`config.mk`:
```
export PLATFORM = sky130hd
export DESIGN_NAME = uart_tx_arbiter
export DESIGN_NICKNAME = d
export VERILOG_FILES = /design/src/rtl/uart_tx_arbiter.sv
export SDC_FILE = /design/constraint.sdc
export NUM_CORES = 1
export LEC_CHECK = 0
export CORE_ASPECT_RATIO = 1.25
export CORE_MARGIN = 3
export CORE_UTILIZATION = 30
export CTS_CLUSTER_DIAMETER = 40
export DETAILED_ROUTE_END_ITERATION = 12
export PLACE_DENSITY = 0.63
export SETUP_SLACK_MARGIN = 0.05
export SLEW_MARGIN = 20
export SYNTH_ARGS = -nofsm -noshare
export SYNTH_HDL_FRONTEND = slang
export SYNTH_SLANG_ARGS = --single-unit
```
`constraint.sdc`:
```
create_clock -name clk -period 5.9 [get_ports clk]
set_clock_uncertainty 0.2 [all_clocks]
set_input_delay 1.77 -clock clk [delete_from_list [all_inputs] [get_ports clk]]
set_output_delay 1.77 -clock clk [all_outputs]
set_load 0.005 [all_outputs]
```
`src/rtl/uart_tx_arbiter.sv`:
```
// uart_tx_arbiter: round-robin arbiter that feeds bytes from NUM_REQ requesters
// into a single UART transmitter. Each grant latches the winner's byte, acks the
// requester for one cycle, strobes tx_start until the transmitter reports busy,
// then waits for the frame-complete pulse. A transmitter that never goes busy is
// abandoned after START_TIMEOUT cycles and a sticky error flag is raised.
module uart_tx_arbiter #(
    parameter int NUM_REQ       = 4,
    parameter int START_TIMEOUT = 64
) (
    input  logic                 clk,
    input  logic                 reset,
    input  logic [NUM_REQ-1:0]   req,
    input  logic [8*NUM_REQ-1:0] req_data,
    output logic [NUM_REQ-1:0]   req_ack,
    output logic                 tx_start,
    output logic [7:0]           tx_data,
    input  logic                 tx_busy,
    input  logic                 tx_done,
    output logic [2:0]           grant_id,
    output logic                 arb_busy,
    output logic                 timeout_err
);

    localparam int unsigned    N_U       = NUM_REQ;
    localparam int             CNT_W     = $clog2(START_TIMEOUT + 1);
    localparam logic [CNT_W-1:0] CNT_LAST = CNT_W'(START_TIMEOUT - 1);
    localparam logic [CNT_W-1:0] CNT_MAX  = CNT_W'(START_TIMEOUT);
    localparam logic [2:0]     PTR_RESET = 3'(NUM_REQ - 1);

    typedef enum logic [1:0] {
        IDLE,
        ISSUE,
        WAIT_DONE
    } state_t;

    state_t             state, state_n;
    logic [2:0]         rr_ptr, rr_ptr_n;
    logic [CNT_W-1:0]   cnt, cnt_n;

    logic [NUM_REQ-1:0] ack_n;
    logic               start_n;
    logic [7:0]         data_n;
    logic [2:0]         gid_n;
    logic               busy_n;
    logic               err_n;

    logic               pick_found;
    logic [2:0]         pick_id;
    logic [7:0]         pick_data;
    logic [NUM_REQ-1:0] pick_onehot;

    // Round-robin pick: the rotated search from rr_ptr+1 with wrap-around is done
    // as two ascending passes, indices above rr_ptr first, then the rest.
    always_comb begin
        pick_found  = 1'b0;
        pick_id     = '0;
        pick_data   = '0;
        pick_onehot = '0;
        for (int unsigned i = 0; i < N_U; i++) begin
            if (!pick_found && req[i] && (3'(i) > rr_ptr)) begin
                pick_found = 1'b1;
                pick_id    = 3'(i);
                pick_data  = req_data[8*i +: 8];
            end
        end
        for (int unsigned i = 0; i < N_U; i++) begin
            if (!pick_found && req[i] && (3'(i) <= rr_ptr)) begin
                pick_found = 1'b1;
                pick_id    = 3'(i);
                pick_data  = req_data[8*i +: 8];
            end
        end
        for (int unsigned j = 0; j < N_U; j++) begin
            pick_onehot[j] = pick_found && (3'(j) == pick_id);
        end
    end

    // Next-state and next-output logic; every output is computed here and registered below.
    always_comb begin
        state_n  = state;
        rr_ptr_n = rr_ptr;
        cnt_n    = cnt;
        ack_n    = '0;
        start_n  = tx_start;
        data_n   = tx_data;
        gid_n    = grant_id;
        err_n    = timeout_err;

        case (state)
            IDLE: begin
                if (pick_found) begin
                    state_n  = ISSUE;
                    start_n  = 1'b1;
                    data_n   = pick_data;
                    ack_n    = pick_onehot;
                    gid_n    = pick_id;
                    rr_ptr_n = pick_id;
                    cnt_n    = '0;
                end
            end
            ISSUE: begin
                if (tx_busy) begin
                    state_n = WAIT_DONE;
                    start_n = 1'b0;
                end else begin
                    cnt_n = (cnt == CNT_MAX) ? cnt : cnt + 1'b1;
                    if (cnt >= CNT_LAST) begin
                        state_n = IDLE;
                        start_n = 1'b0;
                        err_n   = 1'b1;
                    end
                end
            end
            WAIT_DONE: begin
                if (tx_done) begin
                    state_n = IDLE;
                    start_n = 1'b0;
                end
            end
            default: begin
                state_n = IDLE;
                start_n = 1'b0;
            end
        endcase

        busy_n = (state_n != IDLE);
    end

    // State and registered outputs, cleared asynchronously by reset.
    always_ff @(posedge clk or posedge reset) begin
        if (reset) begin
            state       <= IDLE;
            rr_ptr      <= PTR_RESET;
            cnt         <= '0;
            req_ack     <= '0;
            tx_start    <= 1'b0;
            tx_data     <= '0;
            grant_id    <= '0;
            arb_busy    <= 1'b0;
            timeout_err <= 1'b0;
        end else begin
            state       <= state_n;
            rr_ptr      <= rr_ptr_n;
            cnt         <= cnt_n;
            req_ack     <= ack_n;
            tx_start    <= start_n;
            tx_data     <= data_n;
            grant_id    <= gid_n;
            arb_busy    <= busy_n;
            timeout_err <= err_n;
        end
    end

endmodule

```
Word-level counts from Yosys, hierarchy flattened:

Cells that the tools add are included.
Widths: inputs -> output; s select.

* output and inout bits: 18
* bits of input ports: 40
* flip-flop bits (word level): 30

* add/sub/neg operators: 1
* reduce and logical (&&, ||, !) cells: 34
* $lt $le $gt $ge: 9
* multiplexer cells: 39
* eq/ne operators: 11
* bitwise logic cells: 1

Operator list (number)
* $mux 8: 8
* $mux 7: 3
* $logic_and 1x1->1: 19
* $mux 3: 6
* $pmux 7 s2: 1
* $mux 1: 13
* $mux 2: 4
* $mux 4: 2
* $ne 2x2->1 const B: 4
* $add 7x1->7 const B: 1
* $eq 7x7->1 const B: 1
* $ge 7x6->1 const B: 1
* $logic_not 1->1: 7
* $eq 2x3->1 const A: 2
* $gt 1x3->1 const A: 2
* $gt 2x3->1 const A: 2
* $le 1x3->1 const A: 2
* $le 2x3->1 const A: 2
* $pmux 2 s3: 1
* $reduce_and 3->1: 2
* $reduce_and 4->1: 1
* $reduce_bool 2->1: 2
* $eq 1x3->1 const A: 1
* $logic_not 3->1: 1
* 7 further kinds: 7

Logic depth before layout (Yosys ltp):

* depth after elaboration: 35
* gate-level depth with buffers: 8

Least setup slack after synthesis:

Ideal clock, no wire load.

* path kind: input port to flip-flop
* start point: input port req[3]
* end point: register tx_data[2]
* arrival: 3091 ps
* slack: 2483 ps
* cell stages on the path: 8
* data required time: 5574 ps
* path through: buf_4 > o21bai_4 > and2_4 > buf_6 > and2_4 > buf_6 > a221o_1 > a221o_1

* cells in the longest elaborated chain, start to end: 20
* elaborated cells on any way between the ends: 25

Ends and longest elaborated chain
* start, declared: RTL line 12 `input logic [NUM_REQ-1:0] req,`
* $logic_and 1x1->1 (2 in series): RTL line 60 `if (!pick_found && req[i] && (3'(i) > rr_ptr)) begin`
* $mux 1: RTL line 60
* $logic_not 1->1: RTL line 67 `if (!pick_found && req[i] && (3'(i) <= rr_ptr)) begin`
* $logic_and 1x1->1 (2 in series): RTL line 67
* $mux 1: RTL line 67
* $logic_not 1->1: RTL line 67
* $logic_and 1x1->1 (2 in series): RTL line 67
* $mux 1: RTL line 67
* $logic_not 1->1: RTL line 67
* $logic_and 1x1->1 (2 in series): RTL line 67
* $mux 1: RTL line 67
* $logic_not 1->1: RTL line 67
* $logic_and 1x1->1 (2 in series): RTL line 67
* $mux 1: RTL line 67
* $reduce_and 2->1 (no source line)
* end signal, assigned: RTL line 147 `tx_data <= data_n;`
* end, declared: RTL line 16 `output logic [7:0] tx_data,`

Several ways; a longest one is shown, not always the timed one.
A chain may end at the register's enable or synchronous reset.

Final worst setup path:

* start point: input port req[1]
* end point: register tx_data[2]

* cells in the longest elaborated chain, start to end: 28
* elaborated cells on any way between the ends: 35

Ends and longest elaborated chain (RTL line)
* $logic_and 1x1->1 (2 in series): 60
* $mux 1: 60
* $logic_not 1->1: 60
* $logic_and 1x1->1 (2 in series): 60
* $mux 1: 60
* $logic_not 1->1: 60
* $logic_and 1x1->1 (2 in series): 60
* $mux 1: 60
* [... 7 more ...]
* $mux 1: 67
* $logic_not 1->1: 67
* $logic_and 1x1->1 (2 in series): 67
* $mux 1: 67
* $logic_not 1->1: 67
* $logic_and 1x1->1 (2 in series): 67
* $mux 1: 67
* $reduce_and 2->1 (no source line)

Several ways; a longest one is shown, not always the timed one.

==> flow_metrics.py <==
metrics = {
    "status": {
        "outcome": "completed",
    },
    "timing": {
        "period_needed_ns": 4.07,
        "max_freq_mhz": 246,
        "relSlewSlack_pct": 55.9,
        "period_share_pct": 69.0,
        "setup_viol": 0,
        "setup_tns_ns": 0,
        "hold_viol": 0,
        "drv_slew": 0,
        "hold_ws_ns": 0.267,
        "worst_pin_slew_ns": 0.658,
        "rsz0062_at_grt": "no",
    },
    "drt": {
        "antenna_left": 0,
        "vias_per_cell": 5.52,
        "route.vias.total": 1939,
        "dr.pass1.iters": 4,
        "drc": 0,
        "wl_mm": 5.66,
        "wl_per_cell_um": 16.1,
        "drt_iter0_markers": 110,
    },
    "synthesis": {
        "yosysSeqAreaShare_pct": 36.9,
        "syn_area_um2": 1900,
        "synth_edf_count": 0,
        "yosys_warnings": 0,
        "yosys_most_used_dff": "dfrtp_1",
        "syn_nets": 264,
        "ys_ff_latch": 28,
        "synthArstFlopShare_pct": 100,
        "synth_cell_types": 49,
        "syn_inst": 222,
        "syn_avg_cell_area_um2": 8.58,
    },
    "worst_setup_path": {
        "cp_cell_sequence": "clkdlybuf4s50_1 > nand2b_1 > a21oi_2 > nor2_1 > a221o_1 > a221o_1",
        "r2r_end": "tx_data[2]$_DFFE_PP0P_",
        "path_max_fanout": 10,
        "cp_data_required_time_ns": 5.86,
        "cpMostUsedCell": "a221o_1",
        "reg2regPathDepth": 5,
        "cp.arrival_ns": 4.04,
        "critPathKind": "input pin to flip-flop",
        "cp_slowest_cell": "clkdlybuf4s50_1",
        "reg2reg_slack_ns": 3.43,
        "crit_path_start": "req[1]",
        "cp-start-kind": "input pin",
        "endpoint_kind": "flip-flop",
        "r2r_start": "rr_ptr[1]$_DFFE_PP1P_",
        "crit_path_end": "tx_data[2]$_DFFE_PP0P_",
        "critPathMaxStageDelay_ns": 0.67,
    },
    "clocking": {
        "tritoncts": "done",
        "insertion_delay_ns": 0.27,
        "post_cts.repair.setup_buffers": 0,
        "post_cts_resized": 0,
        "htreeDepth": 1,
        "cts_buffers": 3,
        "cts_root_buf": "clkbuf_8",
        "ctsLongestPathBuffers": 2,
        "cts.clk_slew.worst_paths_ns": 0.10,
        "clock_sinks": 28,
        "hold_buffers": 0,
    },
    "job": {
        "drv_cap": 0,
    },
    "global_routing": {
        "grt_start_max_net_pins": 29,
        "grt_overflow_total": 0,
        "grt.total_usage_pct": 15.5,
        "antenna_found_initial": 0,
        "grt_pass1_vias": 1909,
        "grt_first_pass_wirelength_mm": 9.09,
    },
    "layout": {
        "diodes": 0,
        "area_growth_pct": 34.0,
        "fillers": 631,
        "drive_gt1_share_pct": 5.58,
        "layout.cells.non_filler": 351,
        "nNetsFinal": 312,
    },
    "power_and_ir_drop": {
        "ir_drop_uv": 132,
        "p_clk_share_pct": 14.8,
        "intPower_w": 0.000625,
        "seq_power_share_pct": 34.0,
        "leakagePower_nw": 1.00,
        "combPwrFrac_pct": 51.3,
        "switching_share_pct": 39.4,
        "power_density_nw_per_um2": 404,
        "p_sw_w": 0.000407,
    },
    "floorplan": {
        "dieWidth_um": 77.3,
        "initial_core_util_pct": 31.9,
        "io_pins": 58,
        "fp.dieArea_um2": 7350,
        "die_h_um": 95.1,
        "core_area_um2": 5970,
        "std_cell_rows": 31,
    },
    "hold_path": {
        "hold_class": "flip-flop to flip-flop",
    },
    "placed_design": {
        "numPortBuffers": 56,
        "placed_cells": 347,
        "gp_congestion": 0.919,
        "dpl.hpwl_mm": 4.21,
    },
}
through the flow:
stage | area [um2] | power, W | setup slack (ns) | util [%]
after detailed placement | 2480 | 0.000881 | 1.56 | 41.5
final | 2550 | 0.00103 | 1.83 | 42.7
after global routing | 2550 | 0.00111 | 1.77 | 42.7
after global placement | 2480 | 0.000877 | 1.60 | 41.5
after floorplan | 1900 | 0.000668 | 2.48 | -
after CTS | 2550 | 0.00104 | 1.87 | 42.7
layer usage:
layer,share of wire [%],wire length [um],GRT usage [%]
met1,42,2380,18.9
met4,1.7,95,4.45
met5,0,0,0
met2,51,2910,28.2
met3,4.9,277,2.55
synthesized netlist by cell type, drive strengths merged (5+ instances only):
library cell  instances  share of area (%)
a21oi                16                4.4
buf                  10                4.3
nor2                 17                3.4
o21ai                12                3.2
inv                   7                1.4
dfrtp                26                 34
o31ai                10                3.9
nand2                22                4.3
nor3b                10                4.2
nand3                11                2.9
nand3b                6                2.4
clkbuf                5               0.99
critical path, delay by kind of cell:
kind	cells	cell delay (ns)
AO/OA/AOI/OAI	3	1.15
buffers and inverters	1	0.67
AND/OR/NAND/NOR	2	0.45
sequential cells by signal (all words and copies together), names as in the netlist:
register / count
tx_data: 8
cnt: 7
req_ack: 4
grant_id: 2
rr_ptr: 2
state: 2
arb_busy: 1
timeout_err: 1
tx_start: 1
logic make-up (layout without fill, tap and decap cells):
| family | count (synthesis) | in the layout | synth area share [%] |
|---|---|---|---|
| and+or+nand+nor | 92 | 92 | 26.1 |
| AOI/OAI and AO/OA | 76 | 76 | 28.3 |
| buffers and inverters | 22 | 69 | 6.70 |
| muxes | 1 | 1 | 0.526 |
| other | 1 | 1 | 0.197 |
| adders and majority gates | 2 | 2 | 1.31 |
| DFF | 28 | 28 | 36.9 |
area by class of cell:
| cell class | count | area (um2) | area share [%] |
|---|---|---|---|
| clock inverter | 1 | 30.0 | 1.18 |
| tap | 82 | 103 | 4.02 |
| sequential | 28 | 703 | 27.5 |
| inverter | 7 | 26.3 | 1.03 |
| clock buffer | 3 | 41.3 | 1.62 |
| timing repair buffer | 58 | 576 | 22.5 |
| multi-input combinational | 172 | 1070 | 42.1 |
layout by cell type, fill, tap and decap left out, drive strengths merged, types with 2 or more instances in the layout:
master	n
clkdlybuf4s50	56
dfrtp	26
nand2	22
nor2	17
a21oi	16
o21ai	12
nand3	11
o31ai	10
nor3b	10
inv	7
nand3b	6
nor2b	4
nand2b	4
a31oi	4
a221oi	4
o22ai	4
a221o	4
nand4	3
and3	3
a22oi	3
a211oi	3
clkbuf	3
o21bai	3
nor4	2
or3	2
nor3	2
and2	2
or2	2
and3b	2
a22o	2
o221ai	2
o2bb2ai	2
ha	2
buf	2
dfstp	2
worst min-delay path by stage:
stage,from,cells past startpoint,slack [ns],to
after floorplan,timeout_err$_DFFE_PP0P_,1,0.25,timeout_err$_DFFE_PP0P_
final,timeout_err$_DFFE_PP0P_,1,0.27,timeout_err$_DFFE_PP0P_
after global placement,timeout_err$_DFFE_PP0P_,1,0.24,timeout_err$_DFFE_PP0P_
after detailed placement,timeout_err$_DFFE_PP0P_,1,0.25,timeout_err$_DFFE_PP0P_
after global routing,timeout_err$_DFFE_PP0P_,1,0.32,timeout_err$_DFFE_PP0P_
after CTS,timeout_err$_DFFE_PP0P_,1,0.28,timeout_err$_DFFE_PP0P_
power groups by stage:
stage               sequential (W)  clock [W]  combinational, W
floorplan                 0.000313          0          0.000355
global route              0.000361   0.000169          0.000582
finish                    0.000350   0.000152          0.000529
global placement          0.000352          0          0.000524
detailed placement        0.000350          0          0.000531
CTS                       0.000348   0.000158          0.000533
No activity file was read; power rests on OpenSTA's default activity.
